## config.mk

```make
export PLATFORM = sky130hd
export DESIGN_NAME = rom_accum_sequencer
export DESIGN_NICKNAME = d
export VERILOG_FILES = /design/src/rtl/rom_accum_sequencer.sv
export SDC_FILE = /design/constraint.sdc
export NUM_CORES = 1
export LEC_CHECK = 0
export ABC_CLOCK_PERIOD_IN_PS = 3800
export BUFFER_PORTS_ARGS = -buffer_cell sky130_fd_sc_hd__clkbuf_2
export CAP_MARGIN = 10
export CORE_MARGIN = 3
export CORE_UTILIZATION = 55
export DETAILED_ROUTE_END_ITERATION = 10
export GPL_TIMING_DRIVEN = 0
export HOLD_SLACK_MARGIN = 0.02
export PLACE_DENSITY = 0.81
export SYNTH_ARGS = -nofsm -noshare
export SYNTH_HDL_FRONTEND = slang
export SYNTH_SLANG_ARGS = --single-unit
```

## constraint.sdc

```tcl
create_clock -name clk -period 3.8 [get_ports clk]
set_clock_uncertainty 0.15 [all_clocks]
set_input_delay 0.57 -clock clk [delete_from_list [all_inputs] [get_ports clk]]
set_output_delay 0.57 -clock clk [all_outputs]
set_load 0.02 [all_outputs]
```

## src/rtl/rom_accum_sequencer.sv

```systemverilog
// rom_accum_sequencer
//
// Reads a contiguous range of a synchronous-read ROM and sums the returned
// words into an accumulator with a sticky carry-out flag.
//
// Ports:
//   clk        clock
//   rst        asynchronous, active-low reset
//   start      run request, sampled only in IDLE
//   base_addr  first ROM address, latched on an accepted start
//   count      number of words to read (0..2^ADDR_W), latched on an accepted start
//   stall      suppresses issuing a read this cycle (RUN only)
//   abort      cancels the current run (RUN or DRAIN)
//   rom_addr   registered ROM address
//   rom_data   ROM word, valid RD_LAT cycles after its address was issued
//   busy       high in RUN and DRAIN
//   done       one-cycle pulse in the cycle the final sum is visible
//   sum        accumulator
//   overflow   sticky carry-out of the accumulator
//   state_dbg  current FSM state (IDLE=0, RUN=1, DRAIN=2, DONE=3)
//
// Handshake: start is accepted only when the block is idle (busy=0, done=0)
// and abort is low; it is not queued otherwise. After acceptance busy stays
// high until the cycle before done. done is high for exactly one cycle and
// sum/overflow are final from that cycle until the next accepted start.
// An aborted run drops busy without any done pulse.

module rom_accum_sequencer #(
  parameter int ADDR_W = 8,
  parameter int DATA_W = 32,
  parameter int ACC_W  = 32,
  parameter int RD_LAT = 1
) (
  input  logic              clk,
  input  logic              rst,
  input  logic              start,
  input  logic [ADDR_W-1:0] base_addr,
  input  logic [ADDR_W:0]   count,
  input  logic              stall,
  input  logic              abort,
  output logic [ADDR_W-1:0] rom_addr,
  input  logic [DATA_W-1:0] rom_data,
  output logic              busy,
  output logic              done,
  output logic [ACC_W-1:0]  sum,
  output logic              overflow,
  output logic [1:0]        state_dbg
);

  typedef enum logic [1:0] {
    S_IDLE  = 2'd0,
    S_RUN   = 2'd1,
    S_DRAIN = 2'd2,
    S_DONE  = 2'd3
  } state_t;

  state_t              state, state_nx;
  logic [ADDR_W:0]     remaining;
  logic [RD_LAT-1:0]   vpipe, vpipe_shift, vpipe_nx;
  logic                accept, kill, issue, data_valid;
  logic [ACC_W:0]      add_full;

  // Zero-extend the ROM word to ACC_W+1 bits so the top bit is the carry.
  assign add_full = {1'b0, sum} + {{(ACC_W + 1 - DATA_W){1'b0}}, rom_data};

  always_comb begin
    accept      = 1'b0;
    kill        = 1'b0;
    issue       = 1'b0;
    state_nx    = state;
    busy        = 1'b0;
    done        = 1'b0;
    // Pipeline contents after this cycle's shift, before any new issue.
    vpipe_shift = vpipe << 1;

    case (state)
      S_IDLE: begin
        accept = start && !abort;
        if (accept) state_nx = (count == '0) ? S_DONE : S_RUN;
      end
      S_RUN: begin
        busy = 1'b1;
        if (abort) begin
          kill     = 1'b1;
          state_nx = S_IDLE;
        end else if (!stall) begin
          issue = 1'b1;
          if (remaining == (ADDR_W + 1)'(1)) state_nx = S_DRAIN;
        end
      end
      S_DRAIN: begin
        busy = 1'b1;
        if (abort) begin
          kill     = 1'b1;
          state_nx = S_IDLE;
        end else if (vpipe_shift == '0) begin
          // The last in-flight word is being accumulated this cycle.
          state_nx = S_DONE;
        end
      end
      S_DONE: begin
        done     = 1'b1;
        state_nx = S_IDLE;
      end
      default: state_nx = S_IDLE;
    endcase

    vpipe_nx    = vpipe_shift;
    vpipe_nx[0] = issue;
    if (kill) vpipe_nx = '0;

    // A word arriving in the abort cycle is treated as in flight and dropped.
    data_valid = vpipe[RD_LAT-1] && !kill;
  end

  assign state_dbg = state;

  always_ff @(posedge clk or negedge rst) begin
    if (!rst) begin
      state     <= S_IDLE;
      rom_addr  <= '0;
      remaining <= '0;
      vpipe     <= '0;
      sum       <= '0;
      overflow  <= 1'b0;
    end else begin
      state <= state_nx;
      vpipe <= vpipe_nx;

      if (accept) begin
        rom_addr  <= base_addr;
        remaining <= count;
      end else if (issue) begin
        rom_addr  <= rom_addr + ADDR_W'(1);
        remaining <= remaining - (ADDR_W + 1)'(1);
      end

      if (accept) begin
        sum      <= '0;
        overflow <= 1'b0;
      end else if (data_valid) begin
        sum      <= add_full[ACC_W-1:0];
        overflow <= overflow | add_full[ACC_W];
      end
    end
  end

endmodule

```

==> results.txt, run 1 <==
----------------------------------------------------
[Run status]
  Run status ... finished, final reports clean

[Drt]
  Count of unresolved DRC violations after routing ... 0
  Total wire length after detailed routing ... 13400 µm
  Average routed wire per standard cell ... 17.7 µm
  Via density ... 6.29
  Final ANT Viol Nets ... 0
  Detailed Routing Iterations Pass 1 ... 5
  Initial DRC count ... 310
  Vias post-DR ... 4777

[Yosys]
  Number of nets produced by synthesis ... 646
  Count of state elements after synthesis ... 53
  Netlist cell types ... 60
  Share of flip-flops with an asynchronous set or reset after synthesis ... 100%
  Synth warnings ... 0
  Portion of the post-synthesis area used by sequential elements ... 30.1%
  Post-synthesis average cell area ... 7.99 µm²
  Cells after Synth ... 552
  Cell area after synthesis ... 4410 µm²
  Synth Flop Type ... sky130_fd_sc_hd__dfrtp_1
  Post-synth EDFFs ... 0

[Floorplan]
  Die X-Extent ... 95.6 µm
  Area of the die ... 9130 µm²
  Initial Utilization ... 56.8%
  Height of the die ... 95.6 µm
  Number of primary I/O pins ... 99
  Core footprint ... 7770 µm²
  Num rows ... 32

[Worst setup path]
  Endpoint required time on the critical path ... 3.86 ns
  Kind of start point of the critical path ... flip-flop
  CP arrival ... 3.58 ns
  Worst flop-to-flop path endpoint ... sum[28]$_DFFE_PN0P_
  Most used cell, CP ... sky130_fd_sc_hd__nor4_1
  Origin of the critical flop-to-flop path ... sum[0]$_DFFE_PN0P_
  Crit-path max FO ... 4
  Worst R2R Path Depth ... 8
  Crit-path max cell delay ... 0.64 ns
  Type of element capturing the critical path ... flip-flop
  Cell Chain, Critical Path ... ha_1 > fa_1 > a211oi_1 > nor4_1 > a311oi_2 > nor4_1 > or4_1 > a32o_1
  Flop-to-flop setup slack ... 0.28 ns
  Slowest cell on the critical path ... sky130_fd_sc_hd__a211oi_1
  Setup CP Type ... reg -> reg

[Timing]
  Hold Vio Cnt, Final ... 0
  Share of the clock period used by the worst path after layout ... 92.6%
  Setup TNS ... 0 ns
  Maximum achievable frequency ... 0.284 GHz
  Worst Max-Slew Pin Slew ... 0.702 ns
  Worst hold slack ... 0.145 ns
  Max-slew violations ... 0
  Shortest period the worst path allows ... 3.52 ns
  Final setup violation count ... 0
  Setup WS post-layout ... 0.282 ns
  Unrepaired setup endpoints after global routing ... false
  Worst slew slack as a fraction of its limit ... 52.0%

[Final layout]
  Final standard cell area without fillers ... 5150 µm²
  Count of nets after finishing ... 751
  Synthesis-to-finish area growth ... 16.8%
  Number of cells in the finished layout apart from fillers ... 759
  Layout cells sized above 1 ... 18.1%
  Final antenna diode count ... 0
  Finished Core Util ... 66.3%

[Global route]
  Residual overflow from global routing ... 0
  Total global-route track usage ... 30.2%
  Maximum number of pins on one net before global-route repair ... 29
  Antenna violations before repair ... 0
  First-pass GRT wire length ... 21900 µm
  Number of global-route vias before repair ... 4606

[Power and ir drop]
  Cell-internal power ... 1.86 mW
  Clock network power share ... 10.6%
  Sw Ratio ... 51.1%
  Total net switching power ... 1.94 mW
  Power share of the sequential group ... 26.9%
  Pwr dens ... 737 nW/µm²
  Worst supply voltage drop on vdd ... 0.000354 V
  Combinational fraction of design power ... 62.5%
  Static power due to leakage ... 2.39 nW
  Overall power after layout ... 3.80 mW

[CTS]
  Cts-stage hold buffer count ... 0
  TritonCTS buffer count ... 5
  Max clock buf depth ... 2
  Post-CTS Repair Setup Buffers ... 0
  Clock Sinks ... 53
  Cells resized by post-CTS repair ... 0
  H-tree depth ... 2
  Clock latency on the worst-skew pair ... 0.32 ns
  CTS tree ... done
  Clock-pin slew of the registers on the worst-case setup and hold paths ... 0.11 ns
  Buffer cell driving the clock tree root ... sky130_fd_sc_hd__clkbuf_8

[Placement]
  IO buf count ... 97
  Last weighted congestion value of the routability-driven placer ... 0.988
  Post-DP HPWL ... 10500 µm
  Post-Place Setup Slack ... 0.171 ns
  Dpl cells ... 752
  Placement Cell Area ... 5050 µm²

[Hold path]
  Worst min-delay path class ... in -> async

[Run]
  Max Cap Viol ... 0

----------------------------------------------------
## how the worst max path moves through the flow
stage	start	end	slack, ns	cells after the start
final	sum[0]$_DFFE_PN0P_	sum[28]$_DFFE_PN0P_	0.28	8
after global placement	rom_data[0]	sum[28]$_DFFE_PN0P_	0.27	9
after detailed placement	rom_data[0]	sum[28]$_DFFE_PN0P_	0.17	9
after floorplan	rom_data[0]	sum[28]$_DFFE_PN0P_	0.75	8
after global routing	sum[0]$_DFFE_PN0P_	sum[18]$_DFFE_PN0P_	0.20	8
after CTS	sum[0]$_DFFE_PN0P_	sum[28]$_DFFE_PN0P_	0.35	8
## cells by family (layout without fill, tap and decap cells)
| kind of cell | Yosys count | count (layout) | share of synthesized area [%] |
|---|---|---|---|
| AO/OA/AOI/OAI | 190 | 190 | 27.4 |
| XOR/XNOR | 21 | 21 | 4.17 |
| adder cells (fa/ha/maj) | 40 | 40 | 11.5 |
| buffers and inverters | 37 | 142 | 3.37 |
| flip-flops | 53 | 53 | 30.1 |
| multiplexers | 5 | 5 | 1.13 |
| AND/OR/NAND/NOR | 206 | 206 | 22.3 |
## worst max-delay path: cells and delay by family, from the launching register on
family | cells | cell delay [ns]
flops | 1 | 0.41
simple gates | 3 | 0.79
compound gates | 3 | 1.42
fa+ha+maj | 2 | 0.66
## area by class of cell
type / count / area, µm²
repair buffers: 98 / 505
fillers: 688 / 2610
multi-input cells: 462 / 2940
plain buffers: 25 / 104
well taps: 102 / 128
flip-flops and latches: 53 / 1330
clock buffers: 5 / 68.8
inverters: 12 / 45.0
clock inverters: 2 / 38.8
## cells in the final DEF, fill, tap and decap left out, types with 12 or more instances in the layout
cell and count:
sky130_fd_sc_hd__dfrtp_1 53, sky130_fd_sc_hd__nor3_1 18, sky130_fd_sc_hd__inv_1 12, sky130_fd_sc_hd__xnor2_1 13, sky130_fd_sc_hd__nand2_1 80, sky130_fd_sc_hd__a21o_1 13, sky130_fd_sc_hd__ha_1 39, sky130_fd_sc_hd__nor2_1 39
sky130_fd_sc_hd__a21oi_1 55, sky130_fd_sc_hd__nand4_1 13, sky130_fd_sc_hd__clkbuf_2 97, sky130_fd_sc_hd__clkbuf_1 22, sky130_fd_sc_hd__o21ai_0 56
## routing by layer
layer	GRT usage [%]	up-vias	share of wire, %	wire length [µm]
li1	-	2283	-	-
met1	39.9	2222	42	5680
met2	49.6	240	47	6290
met3	6.47	32	8.5	1150
met4	8.53	0	2.2	293
met5	0	-	0	0
## sequential cells by signal, summed over array words and instances (netlist names)
name	cells
sum	32
remaining	9
rom_addr	8
state_dbg	2
overflow	1
vpipe	1
## power groups by stage
stage / Clock [mW] / Combinational, mW / Sequential [mW]
6_report: 0.404 / 2.37 / 1.02
2_1_floorplan: 0 / 1.45 / 1.22
3_5_place_dp: 0 / 2.32 / 1.03
3_3_place_gp: 0 / 2.27 / 1.01
5_1_grt: 0.436 / 2.63 / 1.05
4_1_cts: 0.411 / 2.33 / 1.02
## cells in the mapped netlist, drive strengths merged (2+ instances only)
| cell | count | share of area (%) |
|---|---|---|
| a2111oi | 3 | 0.74 |
| a211o | 2 | 0.40 |
| a211oi | 10 | 1.7 |
| a21boi | 2 | 0.34 |
| a21o | 13 | 2.2 |
| a21oi | 55 | 6.2 |
| a221o | 2 | 0.48 |
| a22oi | 3 | 0.51 |
| a311oi | 2 | 0.54 |
| a31oi | 5 | 0.71 |
| a32o | 7 | 1.6 |
| and3 | 7 | 0.99 |
| buf | 3 | 0.48 |
| clkbuf | 22 | 1.9 |
| dfrtp | 53 | 30 |
| ha | 39 | 11 |
| inv | 12 | 1.0 |
| mux2i | 5 | 1.1 |
| nand2 | 80 | 6.8 |
| nand2b | 2 | 0.28 |
| nand3 | 11 | 1.2 |
| nand4 | 13 | 1.8 |
| nor2 | 39 | 3.3 |
| nor3 | 18 | 2.0 |
| nor3b | 3 | 0.51 |
| nor4 | 9 | 1.3 |
| nor4b | 3 | 0.60 |
| o2111ai | 3 | 0.60 |
| o211ai | 5 | 0.85 |
| o21a | 3 | 0.51 |
| o21ai | 56 | 6.4 |
| o21bai | 4 | 0.68 |
| o31ai | 5 | 0.85 |
| or2 | 2 | 0.28 |
| or3 | 10 | 1.4 |
| or4 | 3 | 0.60 |
| xnor2 | 13 | 2.6 |
| xor2 | 8 | 1.6 |
(Power assumes the default switching activity.)
==> inputs of run 2 (changes only) <==
--- a/config.mk
+++ b/config.mk
@@ -8,12 +8,10 @@
 export ABC_CLOCK_PERIOD_IN_PS = 3800
 export BUFFER_PORTS_ARGS = -buffer_cell sky130_fd_sc_hd__clkbuf_2
 export CAP_MARGIN = 10
-export CORE_MARGIN = 3
-export CORE_UTILIZATION = 55
+export CORE_UTILIZATION = 32
 export DETAILED_ROUTE_END_ITERATION = 10
 export GPL_TIMING_DRIVEN = 0
 export HOLD_SLACK_MARGIN = 0.02
-export PLACE_DENSITY = 0.81
 export SYNTH_ARGS = -nofsm -noshare
 export SYNTH_HDL_FRONTEND = slang
 export SYNTH_SLANG_ARGS = --single-unit
==> run 2 against run 1 <==
Combinational power barely moved. Fmax rose by 4.0%. Cell area rose by 2.4%. Sequential share of layout area fell by 0.60 points. Flip-flop and latch count did not move. Via count fell by 3.5%. Die area rose by 56%. Hold slack improved by 0.063 ns. Setup slack improved by 0.13 ns. Critical path depth did not move. Register-to-register slack improved by 0.13 ns. Critical endpoint unchanged. Largest power group unchanged.
==> results.txt, run 2 (synthesis gave the netlist of run 1 again) <==
----------------------------------------------------
[Worst setup path]
  Crit-path max FO ... 4 (unchanged)
  CP arrival ... 3.43 ns (-0.15 ns)
  Setup CP Type ... reg -> reg
  Endpoint required time on the critical path ... 3.85 ns (about the same)
  Type of element capturing the critical path ... flip-flop
  Kind of start point of the critical path ... flip-flop

[Hold path]
  Worst min-delay path class ... in -> async

[Power and ir drop]
  Static power due to leakage ... 2.40 nW (+0.58%)
  Pwr dens ... 735 nW/µm² (-0.30%)
  Worst supply voltage drop on vdd ... 0.000354 V (about the same)

[Global route]
  First-pass GRT wire length ... 22500 µm (+2.6%)
  Antenna violations before repair ... 0 (unchanged)
  Residual overflow from global routing ... 0 (unchanged)
  Total global-route track usage ... 20.0% (-10 points)
  Number of global-route vias before repair ... 4439 (-3.6%)
  Maximum number of pins on one net before global-route repair ... 54 (+86%)

[Timing]
  Share of the clock period used by the worst path after layout ... 89.0% (-3.5 points)
  Worst Max-Slew Pin Slew ... 0.782 ns (+0.0807 ns)
  Unrepaired setup endpoints after global routing ... false
  Shortest period the worst path allows ... 3.38 ns (-0.135 ns)
  Worst hold slack ... 0.208 ns (+0.0633 ns)
  Max-slew violations ... 0 (unchanged)
  Hold Vio Cnt, Final ... 0 (unchanged)
  Setup TNS ... 0 ns (unchanged)
  Maximum achievable frequency ... 0.296 GHz (+4.0%)
  Final setup violation count ... 0 (unchanged)
  Worst slew slack as a fraction of its limit ... 47.8% (-4.2 points)

[Placement]
  IO buf count ... 97 (unchanged)
  Post-DP HPWL ... 10800 µm (+3.4%)
  Last weighted congestion value of the routability-driven placer ... 0.936 (-5.3%)

[CTS]
  Clock latency on the worst-skew pair ... 0.31 ns (about the same)
  Post-CTS Repair Setup Buffers ... 0 (unchanged)
  Clock-pin slew of the registers on the worst-case setup and hold paths ... 0.08 ns (-0.03 ns)
  CTS tree ... done
  Clock Sinks ... 53 (unchanged)
  Cells resized by post-CTS repair ... 0 (unchanged)
  TritonCTS buffer count ... 5 (unchanged)
  Max clock buf depth ... 2 (unchanged)
  Cts-stage hold buffer count ... 0 (unchanged)
  H-tree depth ... 2 (unchanged)
  Buffer cell driving the clock tree root ... sky130_fd_sc_hd__clkbuf_16

[Run status]
  Run status ... finished, final reports clean

[Floorplan]
  Number of primary I/O pins ... 99 (unchanged)
  Initial Utilization ... 33.1% (-24 points)
  Core footprint ... 13300 µm² (+72%)
  Height of the die ... 119 µm (+25%)
  Area of the die ... 14300 µm² (+56%)
  Num rows ... 42 (+31%)
  Die X-Extent ... 119 µm (+25%)

[Final layout]
  Most common cell after layout, fill and taps aside ... sky130_fd_sc_hd__clkbuf_2
  Largest reg by FF count ... sum
  Count of nets after finishing ... 750 (-0.13%)
  Layout cells sized above 1 ... 18.1% (unchanged)
  Synthesis-to-finish area growth ... 19.6%
  Leading registers by flop count ... sum (32), remaining (9), rom_addr (8)
  Final antenna diode count ... 0 (unchanged)
  Largest register FFs ... 32 (unchanged)
  Most frequent cells in the layout ... sky130_fd_sc_hd__clkbuf_2, sky130_fd_sc_hd__nand2_1, sky130_fd_sc_hd__o21ai_0

[Drt]
  Count of unresolved DRC violations after routing ... 0 (unchanged)
  Total wire length after detailed routing ... 13800 µm (+3.1%)
  Average routed wire per standard cell ... 16.6 µm (-6.1%)
  Final ANT Viol Nets ... 0 (unchanged)
  Detailed Routing Iterations Pass 1 ... 5 (unchanged)
  Via density ... 5.53 (-12%)
  Vias post-DR ... 4608 (-3.5%)
  Initial DRC count ... 292 (-5.8%)

[Run]
  Max Cap Viol ... 0 (unchanged)

----------------------------------------------------
-- run 2: cell types whose count changed in the layout (fill, tap and decap cells not counted) --
cell,before,now
sky130_fd_sc_hd__clkinv_4,0,1
sky130_fd_sc_hd__clkbuf_4,0,1
sky130_fd_sc_hd__clkbuf_8,5,1
sky130_fd_sc_hd__clkbuf_16,0,5
sky130_fd_sc_hd__buf_12,1,0
sky130_fd_sc_hd__bufinv_16,1,0
sky130_fd_sc_hd__clkbuf_2,97,96
-- run 2: path summary, 6_finish.rpt --
| kind | slack [ns] | from | to | depth (start not counted) |
|---|---|---|---|---|
| worst max-delay path | 0.42 | sum[0]$_DFFE_PN0P_ | sum[28]$_DFFE_PN0P_ | 8 |
| worst min-delay path | 0.21 | rst | sum[13]$_DFFE_PN0P_ | 1 |
| worst max register to register | 0.42 | sum[0]$_DFFE_PN0P_ | sum[28]$_DFFE_PN0P_ | 8 |
| worst min register to register | 0.37 | sum[14]$_DFFE_PN0P_ | sum[14]$_DFFE_PN0P_ | 2 |
| max in group asynchronous | 2.77 | rst | sum[24]$_DFFE_PN0P_ | 1 |
| min in group clk | 0.31 | base_addr[4] | rom_addr[4]$_DFFE_PN0P_ | 3 |
-- run 2: worst max-delay path: stages, from the launching register on --
cell	delay (ns)
sky130_fd_sc_hd__dfrtp_1	0.40
sky130_fd_sc_hd__ha_1	0.22
sky130_fd_sc_hd__fa_1	0.44
sky130_fd_sc_hd__a211oi_1	0.55
sky130_fd_sc_hd__nor4_1	0.15
sky130_fd_sc_hd__a311oi_2	0.50
sky130_fd_sc_hd__nor4_1	0.19
sky130_fd_sc_hd__or4_1	0.43
sky130_fd_sc_hd__a32o_1	0.25
-- run 2: final cells by class --
type                    count  area [µm²]
inverters                  12        45.0
clock inverters             2        17.5
repair buffers             97         488
plain buffers              25         104
multi-input cells         462        2940
flip-flops and latches     53        1330
clock buffers               6         139
well taps                 176         220
fillers                  1437        8070
-- run 2: through the flow --
stage | utilization (%) | std cells | cell area, µm² | total power, mW | worst slack [ns]
after detailed placement | 38.4 | 825 | 5120 | 3.36 | 0.181
after global routing | 39.5 | 833 | 5280 | 4.21 | 0.255
final | 39.5 | 833 | 5280 | 3.88 | 0.416
after global placement | 38.3 | 825 | 5120 | 3.32 | 0.202
after CTS | 39.5 | 833 | 5280 | 3.89 | 0.424
after floorplan | - | 552 | 4410 | 2.67 | 0.748
-- run 2: report_power, final --
part | internal, mW | switching, mW | leakage, nW
Clock | 0.267 | 0.245 | 0.0775
Combinational | 0.866 | 1.48 | 1.63
Sequential | 0.797 | 0.229 | 0.691
-- run 2: per-layer routing --
layer / wire length (µm) / vias up / part of all wire, % / global-route usage [%]
met5: 0 / - / 0 / 0
met4: 251 / 0 / 1.8 / 6.80
met3: 862 / 17 / 6.2 / 4.12
met2: 6290 / 142 / 46 / 32.6
met1: 6410 / 2174 / 46 / 26.2
li1: - / 2275 / - / -
==> inputs of run 3 (changes only) <==
--- a/config.mk
+++ b/config.mk
@@ -8,7 +8,8 @@
 export ABC_CLOCK_PERIOD_IN_PS = 3800
 export BUFFER_PORTS_ARGS = -buffer_cell sky130_fd_sc_hd__clkbuf_2
 export CAP_MARGIN = 10
-export CORE_UTILIZATION = 32
+export CORE_MARGIN = 10
+export CORE_UTILIZATION = 40
 export DETAILED_ROUTE_END_ITERATION = 10
 export GPL_TIMING_DRIVEN = 0
 export HOLD_SLACK_MARGIN = 0.02
==> run 3 against run 2 <==
Setup slack lost 0.025 ns. Via count increased by 0.69%. Global-route usage is 2.4 points lower. Largest power group unchanged. Non-clock buffer count unchanged. Clock power shrank 20%. Fmax shrank 0.73%. Critical endpoint is now sum[18]$_DFFE_PN0P_.
==> results.txt, run 3 (synthesis gave the netlist of run 1 again) <==
----------------------------------------------------
[Worst setup path]
  Flop-to-flop setup slack ... 0.39 ns (-0.02 ns)
  Kind of start point of the critical path ... flip-flop
  Worst flop-to-flop path endpoint ... sum[18]$_DFFE_PN0P_
  Type of element capturing the critical path ... flip-flop
  Worst R2R Path Depth ... 8 (unchanged)
  Endpoint required time on the critical path ... 3.86 ns (about the same)
  Origin of the critical flop-to-flop path ... sum[0]$_DFFE_PN0P_
  Crit-path max FO ... 5 (+1)
  CP arrival ... 3.47 ns (+0.04 ns)
  Setup CP Type ... reg -> reg
  Source of the critical timing path ... sum[0]$_DFFE_PN0P_

[CTS]
  Clock Sinks ... 53 (unchanged)
  Cells resized by post-CTS repair ... 0 (unchanged)
  Clock-pin slew of the registers on the worst-case setup and hold paths ... 0.11 ns (+0.03 ns)
  TritonCTS buffer count ... 5 (unchanged)
  H-tree depth ... 2 (unchanged)
  Cts-stage hold buffer count ... 0 (unchanged)
  Max clock buf depth ... 2 (unchanged)
  Clock latency on the worst-skew pair ... 0.32 ns (about the same)
  CTS tree ... done
  Post-CTS Repair Setup Buffers ... 0 (unchanged)
  Buffer cell driving the clock tree root ... sky130_fd_sc_hd__clkbuf_8

[Timing]
  Maximum achievable frequency ... 0.293 GHz (-0.73%)
  Shortest period the worst path allows ... 3.41 ns (+0.0249 ns)
  Worst hold slack ... 0.188 ns (-0.0197 ns)
  Share of the clock period used by the worst path after layout ... 89.7% (+0.66 points)
  Worst slew slack as a fraction of its limit ... 47.5% (-0.31 points)
  Unrepaired setup endpoints after global routing ... false
  Setup WS post-layout ... 0.391 ns (-0.0249 ns)
  Worst Max-Slew Pin Slew ... 0.787 ns (+0.00468 ns)
  Final setup violation count ... 0 (unchanged)
  Max-slew violations ... 0 (unchanged)
  Setup TNS ... 0 ns (unchanged)
  Hold Vio Cnt, Final ... 0 (unchanged)

[Global route]
  Antenna violations before repair ... 0 (unchanged)
  First-pass GRT wire length ... 23500 µm (+4.3%)
  Residual overflow from global routing ... 0 (unchanged)
  Maximum number of pins on one net before global-route repair ... 54 (unchanged)
  Total global-route track usage ... 17.6% (-2.4 points)
  Number of global-route vias before repair ... 4650 (+4.8%)

[Power and ir drop]
  Overall power after layout ... 3.78 mW (-2.7%)
  Pwr dens ... 729 nW/µm² (-0.89%)
  Worst supply voltage drop on vdd ... 0.000328 V (-7.2%)
  Static power due to leakage ... 2.38 nW (-0.95%)

[Final layout]
  Most frequent cells in the layout ... sky130_fd_sc_hd__clkbuf_2, sky130_fd_sc_hd__nand2_1, sky130_fd_sc_hd__o21ai_0
  Count of fill cells added during filler insertion ... 1113 (-23%)
  Sequential cell area ... 1330 µm² (unchanged)
  Count of nets after finishing ... 750 (unchanged)
  Number of cells in the finished layout apart from fillers ... 796 (-4.4%)
  Area of combinational cells with multiple inputs ... 2940 µm² (unchanged)
  Layout cells sized above 1 ... 18.0% (-0.12 points)
  Leading registers by flop count ... sum (32), remaining (9), rom_addr (8)
  Final antenna diode count ... 0 (unchanged)
  Largest register FFs ... 32 (unchanged)
  Largest reg by FF count ... sum
  Finished Core Util ... 47.8% (+8.3 points)
  Final standard cell area without fillers ... 5180 µm² (-1.8%)
  Synthesis-to-finish area growth ... 17.5%
  Most common cell after layout, fill and taps aside ... sky130_fd_sc_hd__clkbuf_2

[Drt]
  Via density ... 5.83 (+5.4%)
  Count of unresolved DRC violations after routing ... 0 (unchanged)
  Total wire length after detailed routing ... 14100 µm (+2.3%)
  Final ANT Viol Nets ... 0 (unchanged)
  Detailed Routing Iterations Pass 1 ... 7 (+2)
  Initial DRC count ... 404 (+38%)
  Vias post-DR ... 4640 (+0.69%)
  Average routed wire per standard cell ... 17.8 µm (+7.0%)

[Floorplan]
  Area of the die ... 15600 µm² (+9.6%)
  Initial Utilization ... 40.7% (+7.6 points)
  Die X-Extent ... 125 µm (+4.7%)
  Core footprint ... 10800 µm² (-19%)
  Num rows ... 38 (-9.5%)
  Number of primary I/O pins ... 99 (unchanged)
  Height of the die ... 125 µm (+4.7%)

[Placement]
  Post-Place Setup Slack ... 0.172 ns (-0.00898 ns)
  IO buf count ... 97 (unchanged)
  Dpl cells ... 789 (-4.4%)
  Last weighted congestion value of the routability-driven placer ... 0.940 (+0.46%)
  Placement Cell Area ... 5080 µm² (-0.88%)
  Post-DP HPWL ... 11100 µm (+2.7%)

[Hold path]
  Worst min-delay path class ... in -> async

[Run status]
  Run status ... finished, final reports clean

[Run]
  Max Cap Viol ... 0 (unchanged)

----------------------------------------------------
run 3: changes by cell type in the layout (fill, tap and decap cells not counted):
cell and change:
sky130_fd_sc_hd__clkinv_4 -1, sky130_fd_sc_hd__bufinv_16 +1, sky130_fd_sc_hd__clkbuf_16 -5, sky130_fd_sc_hd__clkbuf_8 +4
run 3: worst max-delay path by stage:
stage                          end  slack (ns)  cells after the start
6_report       sum[18]$_DFFE_PN0P_        0.39                      8
5_1_grt        sum[26]$_DFFE_PN0P_        0.22                      8
4_1_cts        sum[28]$_DFFE_PN0P_        0.45                      8
3_5_place_dp   sum[28]$_DFFE_PN0P_        0.17                      9
3_3_place_gp   sum[28]$_DFFE_PN0P_        0.20                      9
2_1_floorplan  sum[28]$_DFFE_PN0P_        0.75                      8
run 3: worst max-delay path, stage by stage (launching register included):
cell and delay [ns]:
sky130_fd_sc_hd__dfrtp_1 0.41, sky130_fd_sc_hd__ha_1 0.21, sky130_fd_sc_hd__fa_1 0.43, sky130_fd_sc_hd__a211oi_1 0.58, sky130_fd_sc_hd__o21ai_0 0.26, sky130_fd_sc_hd__a22oi_1 0.48
sky130_fd_sc_hd__nand2_1 0.22, sky130_fd_sc_hd__a2111o_1 0.41, sky130_fd_sc_hd__and3_1 0.15
run 3: cell type report:
type	instances	share of cell area, %
inverters	12	0.869
repair buffers	97	9.41
multi-input cells	462	56.7
clock inverters	2	0.748
flip-flops and latches	53	25.6
plain buffers	25	2.00
well taps	140	3.38
clock buffers	5	1.33
run 3: routing by layer:
metal  up-vias  wire [µm]  GRT usage (%)
li1       2268          -              -
met1      2183       6120           21.6
met2       169       6710           30.2
met3        20       1140           5.03
met4         0        165           3.12
met5         -          0              0
run 3: where the power goes:
group | leakage (nW) | switching, mW | internal [mW]
logic | 1.63 | 1.49 | 0.866
registers | 0.691 | 0.222 | 0.795
clock network | 0.0546 | 0.213 | 0.196
total | 2.38 | 1.92 | 1.86
